--- config.mk ---
export PLATFORM = sky130hd
export DESIGN_NAME = spi_relay_ctrl
export DESIGN_NICKNAME = d
export VERILOG_FILES = /design/src/rtl/spi_relay_ctrl.sv
export SDC_FILE = /design/constraint.sdc
export NUM_CORES = 1
export LEC_CHECK = 0
export ABC_AREA = 0
export CORE_ASPECT_RATIO = 0.9
export CORE_MARGIN = 1
export CORE_UTILIZATION = 30
export DETAILED_ROUTE_END_ITERATION = 10
export GPL_TIMING_DRIVEN = 0
export PLACE_DENSITY = 0.47
export SKIP_CTS_REPAIR_TIMING = 1
export SYNTH_ARGS = -nofsm -noshare
export SYNTH_HDL_FRONTEND = slang
export SYNTH_SLANG_ARGS = --single-unit
--- constraint.sdc ---
create_clock -name clk -period 2.55 [get_ports clk]
set_clock_uncertainty 0.1 [all_clocks]
set_input_delay 0.51 -clock clk [delete_from_list [all_inputs] [get_ports clk]]
set_output_delay 0.51 -clock clk [all_outputs]
set_load 0.01 [all_outputs]
--- src/rtl/spi_relay_ctrl.sv ---
// spi_relay_ctrl: SPI (mode 0) slave that loads a WIDTH-bit relay drive
// register from a write frame and shifts it back out on a readback frame.
// All SPI pins are sampled through synchronizers into the clk domain.
module spi_relay_ctrl #(
  parameter int unsigned WIDTH  = 48,
  parameter logic [7:0]  CMD_WR = 8'h01,
  parameter logic [7:0]  CMD_RD = 8'h02
) (
  input  logic             clk,
  input  logic             reset,
  input  logic             spi_clk,
  input  logic             cs_n,
  input  logic             mosi,
  output logic             miso,
  output logic [WIDTH-1:0] relay_q,
  output logic             wr_strobe,
  output logic             frame_err,
  output logic             busy
);

  // bit_cnt runs 0..8+WIDTH, and one step further to flag an overrun
  localparam int unsigned CNT_MAX = 8 + WIDTH + 1;
  localparam int unsigned CNT_W   = $clog2(CNT_MAX + 1);

  localparam logic [CNT_W-1:0] CNT_ZERO     = '0;
  localparam logic [CNT_W-1:0] CNT_ONE      = CNT_W'(1);
  localparam logic [CNT_W-1:0] CNT_CMD_LAST = CNT_W'(7);
  localparam logic [CNT_W-1:0] CNT_CMD_DONE = CNT_W'(8);
  localparam logic [CNT_W-1:0] CNT_FULL     = CNT_W'(8 + WIDTH);
  localparam logic [CNT_W-1:0] CNT_SAT      = CNT_W'(CNT_MAX);

  typedef enum logic [1:0] {
    IDLE  = 2'd0,
    CMD   = 2'd1,
    DATA  = 2'd2,
    ABORT = 2'd3
  } state_t;

  // Synchronizer chains: [0] = stage 1, [1] = stage 2, [2] = edge-detect delay
  logic [2:0] sclk_sync_q, sclk_sync_d;
  logic [2:0] cs_sync_q, cs_sync_d;
  logic [1:0] mosi_sync_q, mosi_sync_d;

  // Counts the clocks after reset until every synchronizer stage holds a real sample
  logic [1:0] settle_q, settle_d;

  state_t           state_q, state_d;
  logic [CNT_W-1:0] bit_cnt_q, bit_cnt_d;
  logic [7:0]       cmd_q, cmd_d;
  logic [WIDTH-1:0] data_q, data_d;
  logic [WIDTH-1:0] out_q, out_d;
  logic [WIDTH-1:0] relay_d;
  logic             wr_strobe_q, wr_strobe_d;
  logic             frame_err_q, frame_err_d;

  logic sclk_rise;
  logic sclk_fall;
  logic cs_fall;
  logic cs_rise;
  logic mosi_bit;
  logic sync_ready;

  // Shift each SPI pin one stage further down its synchronizer chain
  always_comb begin
    sclk_sync_d = {sclk_sync_q[1:0], spi_clk};
    cs_sync_d   = {cs_sync_q[1:0], cs_n};
    mosi_sync_d = {mosi_sync_q[0], mosi};
    settle_d    = (settle_q == 2'd3) ? settle_q : settle_q + 2'd1;
  end

  // Synchronizer and settle registers, reset to the idle bus levels
  always_ff @(posedge clk) begin
    if (reset) begin
      sclk_sync_q <= 3'b000;
      cs_sync_q   <= 3'b111;
      mosi_sync_q <= 2'b00;
      settle_q    <= 2'd0;
    end else begin
      sclk_sync_q <= sclk_sync_d;
      cs_sync_q   <= cs_sync_d;
      mosi_sync_q <= mosi_sync_d;
      settle_q    <= settle_d;
    end
  end

  assign sclk_rise  =  sclk_sync_q[1] & ~sclk_sync_q[2];
  assign sclk_fall  = ~sclk_sync_q[1] &  sclk_sync_q[2];
  assign cs_fall    = ~cs_sync_q[1]   &  cs_sync_q[2];
  assign cs_rise    =  cs_sync_q[1]   & ~cs_sync_q[2];
  assign mosi_bit   =  mosi_sync_q[1];
  // A cs_n fall seen before the chain has refilled is the reset value
  // draining out while cs_n was already low, i.e. a frame joined mid-way
  assign sync_ready = (settle_q == 2'd3);

  // Frame FSM: bit capture, end-of-frame judgement and readback shifting
  always_comb begin
    state_d     = state_q;
    bit_cnt_d   = bit_cnt_q;
    cmd_d       = cmd_q;
    data_d      = data_q;
    out_d       = out_q;
    relay_d     = relay_q;
    wr_strobe_d = 1'b0;
    frame_err_d = 1'b0;

    case (state_q)
      IDLE: begin
        if (cs_fall) begin
          if (sync_ready) begin
            state_d   = CMD;
            bit_cnt_d = CNT_ZERO;
            cmd_d     = 8'h00;
            data_d    = '0;
            out_d     = '0;
          end else begin
            state_d = ABORT;
          end
        end
      end

      CMD, DATA: begin
        if (cs_rise) begin
          // cs_n rise wins over any spi_clk edge seen in the same clk
          state_d = IDLE;
          if (bit_cnt_q == CNT_ZERO) begin
            frame_err_d = 1'b0;
          end else if (bit_cnt_q < CNT_CMD_DONE) begin
            frame_err_d = 1'b1;
          end else if (cmd_q == CMD_WR) begin
            if (bit_cnt_q == CNT_FULL) begin
              relay_d     = data_q;
              wr_strobe_d = 1'b1;
            end else begin
              frame_err_d = 1'b1;
            end
          end else if (cmd_q != CMD_RD) begin
            frame_err_d = 1'b1;
          end
        end else if (sclk_rise) begin
          if (bit_cnt_q != CNT_SAT) begin
            bit_cnt_d = bit_cnt_q + CNT_ONE;
          end
          if (state_q == CMD) begin
            cmd_d = {cmd_q[6:0], mosi_bit};
            if (bit_cnt_q == CNT_CMD_LAST) begin
              state_d = DATA;
            end
          end else begin
            data_d = {data_q[WIDTH-2:0], mosi_bit};
          end
        end else if (sclk_fall && (state_q == DATA) && (cmd_q == CMD_RD)) begin
          // Snapshot the relays once, so a later write cannot disturb this readback
          if (bit_cnt_q == CNT_CMD_DONE) begin
            out_d = relay_q;
          end else begin
            out_d = {out_q[WIDTH-2:0], 1'b0};
          end
        end
      end

      ABORT: begin
        if (cs_rise) begin
          state_d = IDLE;
        end
      end

      default: begin
        state_d = IDLE;
      end
    endcase
  end

  // Frame state, shift registers, relay register and output pulses
  always_ff @(posedge clk) begin
    if (reset) begin
      state_q     <= IDLE;
      bit_cnt_q   <= CNT_ZERO;
      cmd_q       <= 8'h00;
      data_q      <= '0;
      out_q       <= '0;
      relay_q     <= '0;
      wr_strobe_q <= 1'b0;
      frame_err_q <= 1'b0;
    end else begin
      state_q     <= state_d;
      bit_cnt_q   <= bit_cnt_d;
      cmd_q       <= cmd_d;
      data_q      <= data_d;
      out_q       <= out_d;
      relay_q     <= relay_d;
      wr_strobe_q <= wr_strobe_d;
      frame_err_q <= frame_err_d;
    end
  end

  assign wr_strobe = wr_strobe_q;
  assign frame_err = frame_err_q;
  assign busy      = (state_q != IDLE);
  assign miso      = ((state_q == DATA) && (cmd_q == CMD_RD)) ? out_q[WIDTH-1] : 1'b0;

endmodule

After elaboration in Yosys (flattened, before gate mapping)
Index checks and enable logic that the tools add are counted.

storage, ports and cells
  flip-flop bits (word level) = 172
  logic and storage cells = 105
  output and inout port bits = 52
  bits of input ports = 5

cells by class
  reductions and logical operators = 16
  $lt $le $gt $ge = 1
  bitwise operators = 13
  add/sub/neg operators = 2
  muxes and demuxes = 37
  equality and inequality tests = 24

operators by type and width
  kind                                                                           count
  48-bit two-way mux                                                             9
  48-bit case mux with 2 select lines                                            2
  8-bit two-way mux                                                              5
  6-bit two-way mux                                                              5
  6-bit AND reduction                                                            5
  2-bit inequality test (second input constant)                                  10
  8-bit case mux with 2 select lines                                             1
  2-bit two-way mux                                                              7
  6-bit case mux with 2 select lines                                             1
  3-bit inequality test (second input constant)                                  3
  1-bit inverter                                                                 9
  8-bit by 1-bit == test with 1-bit output (second input constant)               1
  8-bit by 2-bit == test with 1-bit output (second input constant)               1
  8-bit by 2-bit inequality test with 1-bit output (second input constant)       1
  6-bit by 1-bit adder with 6-bit output (second input constant)                 1
  2-bit == test (second input constant)                                          3
  6-bit by 3-bit == test with 1-bit output (second input constant)               1
  6-bit by 4-bit == test with 1-bit output (second input constant)               1
  6-bit == test (second input constant)                                          1
  6-bit zero test                                                                1
  6-bit by 4-bit less-than comparator with 1-bit output (second input constant)  1
  1-bit two-way mux                                                              6
  6-bit inequality test (second input constant)                                  1
  2-bit case mux with 3 select lines                                             1
  other kinds (10)                                                               16

Logic depth before layout (Yosys ltp)
Gate-level depths: netlist (run 1).

  depth in word-level cells = 8
  gate-level depth with buffers = 8
  mapped depth without buffers = 6

Worst setup path after synthesis (run 1)
No wires, ideal clock.

  path type = register -> register
  start = register state_q[0]
  end = register data_q[39]
  path slack = 561 ps
  period minus slack after synthesis = 1989 ps
  library setup time = 122 ps
  path buffers = 3
  stages on the path, launching flop included = 9
  arrival time = 1767 ps
  required time = 2328 ps
  cells stage by stage = dfxtp_1 inv_1 ha_1 buf_2 a32o_1 nand3_1 buf_2 buf_2 o22ai_1

between the ends
  word-level cells in the longest chain between the ends = 4
  elaborated cells between the ends (all ways) = 12
  those cells by class = 7 x eq/ne; 1 x mux; 4 x reduce/logical

ends and longest elaborated chain
  element                                                                              line      source
  start, declared                                                                      47        state_t state_q, state_d;
  start signal, assigned                                                               185       state_q <= state_d;
  2-bit by 1-bit == test with 1-bit output / 2-bit == test (equally long branches)     106, 143
  2-bit OR reduction                                                                   106       case (state_q)
  2-bit inequality test (no source line) / 2-bit nonzero test (equally long branches)  n/a
  6-bit AND reduction (no source line)                                                 n/a
  end signal, assigned                                                                 188       data_q <= data_d;
  end, declared                                                                        50        logic [WIDTH-1:0] data_q, data_d;

Several ways; a longest one is shown, not always the timed one.
A chain may end at the register's enable or synchronous reset.

Worst setup path after layout (run 1)
  start = input port reset
  end = register wr_strobe_q, in the netlist wr_strobe

between the ends
  word-level cells in the longest chain between the ends = 1

ends and longest elaborated chain
  element                              line  source
  start, declared                      10    input logic reset,
  6-bit OR reduction (no source line)  n/a
  end signal, assigned                 191   wr_strobe_q <= wr_strobe_d;
  end, declared                        53    logic wr_strobe_q, wr_strobe_d;

Every way passes these cells.

==> key figures, run 1 <==
Outcome
  • Status: finished, final reports clean

Clock network
  • Root Driver: clkbuf_16
  • TritonCTS buffer count: 17
  • TritonCTS clock tree: done
  • Clk sinks: 172
  • Clock insertion delay at the later pin of the skew report: 0.43 ns
  • H-tree depth: 4
  • Clock slew at reported path FFs: 0.07 ns
  • Max Buffers Root-to-Sink: 2

Routing
  • DRC errors left: 0
  • Final wirelength: 18.07 mm
  • Wire per inst: 16.69 um
  • ANT nets after route: 0
  • Via density: 5.109
  • Initial DRT Pass Iterations: 6
  • Vias: 5533
  • DRT iter0 DRCs: 473

Logic synthesis
  • Unique cell type count in the Yosys netlist: 50
  • Average cell area after synthesis: 10.11 sq um
  • Compound-Gate Fraction of Synth Area: 23.01%
  • Syn_nets: 712
  • Yosys top cell area share: 48.78%
  • Synth Flop Type: dfxtp_1
  • Adder-cell area share of the yosys netlist: 1.595%
  • Number of synthesized register bits: 172
  • Yosys warns: 0
  • Number of synthesized flops with an enable pin: 0
  • Register area share after synthesis: 48.78%
  • Synth cell count leaders: 172 x dfxtp_1, 59 x a21oi_1, 53 x o21ai_0
  • Most common cell in the synthesized netlist: dfxtp_1
  • Post-Syn Instances: 698
  • Xor-xnor portion of the synthesized cell area: 0.1241%
  • Area leader, netlist: dfxtp_1
  • Simple logic cell fraction of the synthesized area: 13.91%
  • Mux contribution to synthesized area: 7.107%
  • Mapped Area: 7059 sq um
  • Main combinational cell family by area after synthesis: compound AO/OA/AOI/OAI gates
  • FFs w/ async S/R, synth: 0%
  • Synth area leaders: dfxtp_1 49%, mux2i_1 6.9%, nand2b_1 4.6%, o2bb2ai_2 4.5%, a21oi_1 4.2%

Setup path
  • Max incr delay on CP: 0.69 ns
  • Worst Path Arrival: 2.66 ns
  • Critical-path cell list: clkdlybuf4s50_1, buf_2, clkbuf_1, clkbuf_1, nor2_1
  • Startpoint types: input port
  • Worst Setup Path Type: input port to register
  • WP data required: 2.74 ns
  • Critical Path Fanout Max: 10
  • CP max stage cell: clkdlybuf4s50_1
  • Crit path top cell by count: clkbuf_1
  • Crit path capture type: register

Global routing
  • Initial antenna violation count: 0
  • Vias in the first global route: 5513
  • First-pass GRT wire length: 29.60 mm
  • Pin count of the biggest net entering global routing: 17
  • GR Overflow Total: 0
  • Total Routing Usage GR: 15.79%

Worst hold path
  • Hold Path Class: register to register

Layout
  • Share of cells above drive strength 1: 13.36%
  • Fin nets: 787
  • # diodes: 0
  • Final Cell Area: 8562 sq um
  • Area grow syn2layout: 21.29%
  • Fillers: 2265

Die
  • Num rows: 52
  • Die W: 163.7 um
  • Initial core utilization: 31.00%
  • Die ar.: 24150 sq um
  • I/O pins: 57
  • Die height: 147.5 um
  • Core area: 22770 sq um

Power
  • Combinational share of power: 13.8%
  • NetSw: 1.694 mW
  • Clk network pwr share: 41.1%
  • Seq pwr share: 45.0%
  • Peak VDD IR: 378.0 uV
  • Leak: 3.152 nW
  • Pwr dens: 708.2 nW/um^2
  • P_int: 4.369 mW
  • Switching portion of total power: 27.94%

Placement
  • Half-perimeter wire length after placement: 13.02 mm
  • I/O Buffers: 56
  • Routability cong.: 0.7925
  • DP Area: 7991 sq um

Timing
  • RSZ-0062 raised after global routing: no
  • Max Fclk: 0.4057 GHz
  • Hold Slack: 0.3154 ns
  • Final setup viols: 0
  • Slew @ Worst Pin: 0.6188 ns
  • Min Tclk post-route: 2.465 ns
  • Final hold violations: 0
  • Max Slew Vio Count: 0
  • Tcrit/Tclk final: 96.66%
  • Max-slew headroom: 58.75%
  • Total negative slack: 0 ns

Run
  • Max cap viols: 0
## layout by cell type (no fill, tap or decap), types with 7 or more instances in the layout
master,synthesis,final
buf_4,7,7
nor2_1,10,10
buf_6,8,8
nand4_1,7,7
dfxtp_1,172,172
buf_2,20,19
nor2b_1,12,12
nand3_1,52,52
o2bb2ai_2,21,21
a22o_1,8,8
clkbuf_16,0,17
nand2b_1,52,52
inv_1,9,9
a21oi_1,59,59
o21ai_0,53,53
mux2i_1,49,49
clkdlybuf4s50_1,0,55
ha_1,9,9
clkbuf_1,26,26
o2bb2ai_1,28,28
o22ai_1,46,46
## critical path: cells and delay by family
kind	cells	cell delay, ns
buffers and inverters	4	2.03
AND/OR/NAND/NOR	1	0.10
## cells by family (layout without fill, tap and decap cells)
group | count (synthesis) | after routing
AND/OR/NAND/NOR | 162 | 162
flip-flops | 172 | 172
XOR/XNOR | 1 | 1
adder cells (fa/ha/maj) | 9 | 9
multiplexers | 50 | 50
AO/OA/AOI/OAI | 231 | 231
buffers and inverters | 73 | 161
## stage by stage
step	util [%]	std cells	power, mW	setup WS [ns]
finish	37.60	1083	6.064	0.08518
global route	37.60	1083	6.359	0.001185
global placement	35.09	1051	3.604	-0.3498
floorplan	-	698	3.380	0.5612
detailed placement	35.09	1051	3.628	-0.3874
CTS	37.54	1083	6.129	-0.2033
## layer usage
layer	part of all wire [%]	track usage (%)
met5	0	0
met4	1.8	5.602
met3	3.6	3.479
met2	44	24.34
met1	50	21.58
## final timing paths
check / cells after the start / slack, ns / from / to
min: 1 / 0.32 / cs_sync_q[0] / cs_sync_q[1]
max reg2reg: 7 / 0.19 / state_q[0] / out_q[14]
max: 5 / 0.09 / reset / wr_strobe
min reg2reg: 1 / 0.32 / cs_sync_q[0] / cs_sync_q[1]
## power by group through the flow
stage	clock network (mW)	logic (mW)	registers [mW]
2_1_floorplan	0	0.594	2.79
5_1_grt	2.71	0.917	2.73
4_1_cts	2.56	0.842	2.73
3_5_place_dp	0	0.837	2.79
6_report	2.49	0.840	2.73
3_3_place_gp	0	0.815	2.79
## state kept, by name, indices dropped and copies added, names as in the netlist
name / cells
wr_strobe: 1
bit_cnt_q: 6
relay_q: 48
out_q: 48
mosi_sync_q: 2
frame_err: 1
cs_sync_q: 3
cmd_q: 8
settle_q: 2
data_q: 48
state_q: 2
sclk_sync_q: 3
## final cells by class
class                      instances  area [sq um]  area share [%]
multi-input combinational        453          3233           37.76
clock inverter                    12         111.4           1.301
inverter                           9         33.78          0.3946
buffer                            64         359.1           4.194
sequential                       172          3443           40.22
tap                              297         371.6           4.340
clock buffer                      20         446.7           5.217
timing repair buffer              56         563.0           6.576
Note: power is estimated with default switching activity, not from simulation.
==> inputs of run 2 (changes only) <==
==> constraint.sdc (replaced) <==
create_clock -name clk -period 2.3 [get_ports clk]
set_clock_uncertainty 0.1 [all_clocks]
set_input_delay 0.46 -clock clk [delete_from_list [all_inputs] [get_ports clk]]
set_output_delay 0.46 -clock clk [all_outputs]
set_load 0.01 [all_outputs]
==> key figures, run 2 (synthesis gave the netlist of run 1 again) <==
Clock network
  • Clock slew at reported path FFs: 0.07 ns (about the same)
  • TritonCTS buffer count: 17 (unchanged)
  • TritonCTS clock tree: done
  • Clock insertion delay at the later pin of the skew report: 0.42 ns (about the same)
  • Root Driver: clkbuf_16
  • Clk sinks: 172 (unchanged)
  • Max Buffers Root-to-Sink: 2 (unchanged)
  • H-tree depth: 4 (unchanged)

Global routing
  • Total Routing Usage GR: 15.79% (unchanged)
  • First-pass GRT wire length: 29.60 mm (unchanged)
  • Vias in the first global route: 5513 (unchanged)
  • Pin count of the biggest net entering global routing: 17 (unchanged)
  • Initial antenna violation count: 0 (unchanged)
  • GR Overflow Total: 0 (unchanged)

Worst hold path
  • Hold Startpoint: cs_sync_q[0]
  • Hold Path Class: register to register
  • Hold path depth: 1 (unchanged)
  • Hold endpoint: cs_sync_q[1]

Timing
  • Max Fclk: 0.4470 GHz
  • Final setup viols: 0 (unchanged)
  • Slew @ Worst Pin: 0.6254 ns (+0.006622 ns)
  • RSZ-0062 raised after global routing: yes
  • Total negative slack: 0 ns (unchanged)
  • Max-slew headroom: 58.31% (-0.44 points)
  • Min Tclk post-route: 2.237 ns
  • Setup WS post-layout: 0.06295 ns (-0.02223 ns)
  • Final hold violations: 0 (unchanged)
  • Max Slew Vio Count: 0 (unchanged)
  • Tcrit/Tclk final: 97.26%

Power
  • Switching portion of total power: 28.08% (+0.13 points)
  • Seq pwr share: 44.5% (-0.5 points)
  • NetSw: 1.916 mW (+13%)
  • Clk network pwr share: 40.6% (-0.5 points)
  • Peak VDD IR: 418.6 uV (+11%)
  • Total power: 6.823 mW (+13%)
  • Pwr dens: 790.2 nW/um^2 (+12%)
  • Leak: 3.195 nW (+1.4%)
  • P_int: 4.908 mW (+12%)
  • Combinational share of power: 15.0% (+1.2 points)

Setup path
  • Worst path bufs/invs: 4 (unchanged)
  • Startpoint types: input port
  • Top delay family on crit path: buffers and inverters
  • Worst Path Arrival: 2.43 ns (-0.23 ns)
  • Max incr delay on CP: 0.70 ns (about the same)
  • Critical-path cell list: clkdlybuf4s50_1, buf_2, clkbuf_2, clkbuf_1, nor2_1
  • Critical path startpoint: reset
  • Crit path capture type: register
  • R2R cell count: 8 (+1)
  • Worst Setup Path Type: input port to register
  • Flop2flop setup slack: 0.11 ns (-0.08 ns)
  • RR Endpoint: out_q[32]
  • WP data required: 2.49 ns (-0.25 ns)
  • Critical Path Fanout Max: 10 (unchanged)
  • RR Startpoint: state_q[0]
  • CP max stage cell: clkdlybuf4s50_1

Routing
  • Wire per inst: 16.77 um (+0.49%)
  • Via density: 5.112 (about the same)
  • Initial DRT Pass Iterations: 5 (-1)
  • DRC errors left: 0 (unchanged)
  • DRT iter0 DRCs: 438 (-7.4%)
  • ANT nets after route: 0 (unchanged)
  • Final wirelength: 18.20 mm (+0.68%)
  • Vias: 5546 (+0.23%)

Die
  • Num rows: 52 (unchanged)
  • I/O pins: 57 (unchanged)
  • Die height: 147.5 um (unchanged)
  • Die ar.: 24150 sq um (unchanged)
  • Core area: 22770 sq um (unchanged)
  • Die W: 163.7 um (unchanged)
  • Initial core utilization: 31.00% (unchanged)

Placement
  • I/O Buffers: 56 (unchanged)
  • Half-perimeter wire length after placement: 13.02 mm (unchanged)
  • Pre-CTS WS: -0.5874 ns (-0.2000 ns)
  • Routability cong.: 0.7925 (unchanged)

Layout
  • Biggest regs: data_q (48), out_q (48), relay_q (48)
  • Commonest non-fill, non-tap cell in the layout: dfxtp_1
  • Share of cells above drive strength 1: 15.36% (+2.0 points)
  • Most frequent cells in the layout: 169 x dfxtp_1, 59 x a21oi_1, 54 x clkdlybuf4s50_1
  • Fin nets: 789 (+0.25%)
  • Area grow syn2layout: 22.31%
  • # diodes: 0 (unchanged)

Outcome
  • Status: finished, final reports clean

Run
  • Max cap viols: 0 (unchanged)
-- run 2: cell count changes in the layout (fill, tap and decap cells not counted), moves of 3 or more --
cell      change
buf_2         -5
buf_4         +3
clkbuf_1      -6
clkbuf_2      +7
clkbuf_4      +4
dfxtp_1       -3
dfxtp_2       +3
-- run 2: stage by stage --
stage	hold WS (ns)	instance area (sq um)	utilization (%)	cells
after floorplan	0.2895	7059	-	698
after global placement	0.2922	7991	35.09	1051
after detailed placement	0.3014	7991	35.09	1051
after CTS	0.3179	8549	37.54	1083
after global routing	0.3598	8635	37.92	1085
final	0.3153	8635	37.92	1085
-- run 2: routing by layer --
metal  routed length, um  track usage [%]  share of wire [%]
met2                8121            24.34                 45
met1                9096            21.58                 50
met5                   0                0                  0
met3                 678            3.479                3.7
met4                 301            5.602                1.7
-- run 2: worst max path at each step --
stage | slack, ns | to | cells past startpoint
after floorplan | 0.31 | data_q[39] | 8
after global placement | -0.55 | bit_cnt_q[3] | 5
after detailed placement | -0.59 | bit_cnt_q[4] | 5
after CTS | -0.40 | miso | 4
after global routing | -0.01 | miso | 4
final | 0.06 | wr_strobe | 5
-- run 2: area by class of cell --
class | instances | area [sq um]
Fill cell | 2259 | 14140
Sequential cell | 172 | 3447
Multi-Input combinational cell | 453 | 3264
Timing Repair Buffer | 58 | 573.1
Clock buffer | 20 | 446.7
Buffer | 64 | 386.6
Tap cell | 297 | 371.6
Clock inverter | 12 | 111.4
Inverter | 9 | 33.78
-- run 2: power by group through the flow --
stage,Sequential (mW),Clock [mW],Combinational [mW]
after detailed placement,3.09,0,0.928
after floorplan,3.09,0,0.658
after CTS,3.03,2.83,0.933
after global placement,3.09,0,0.903
final,3.03,2.77,1.02
after global routing,3.04,3.00,1.10
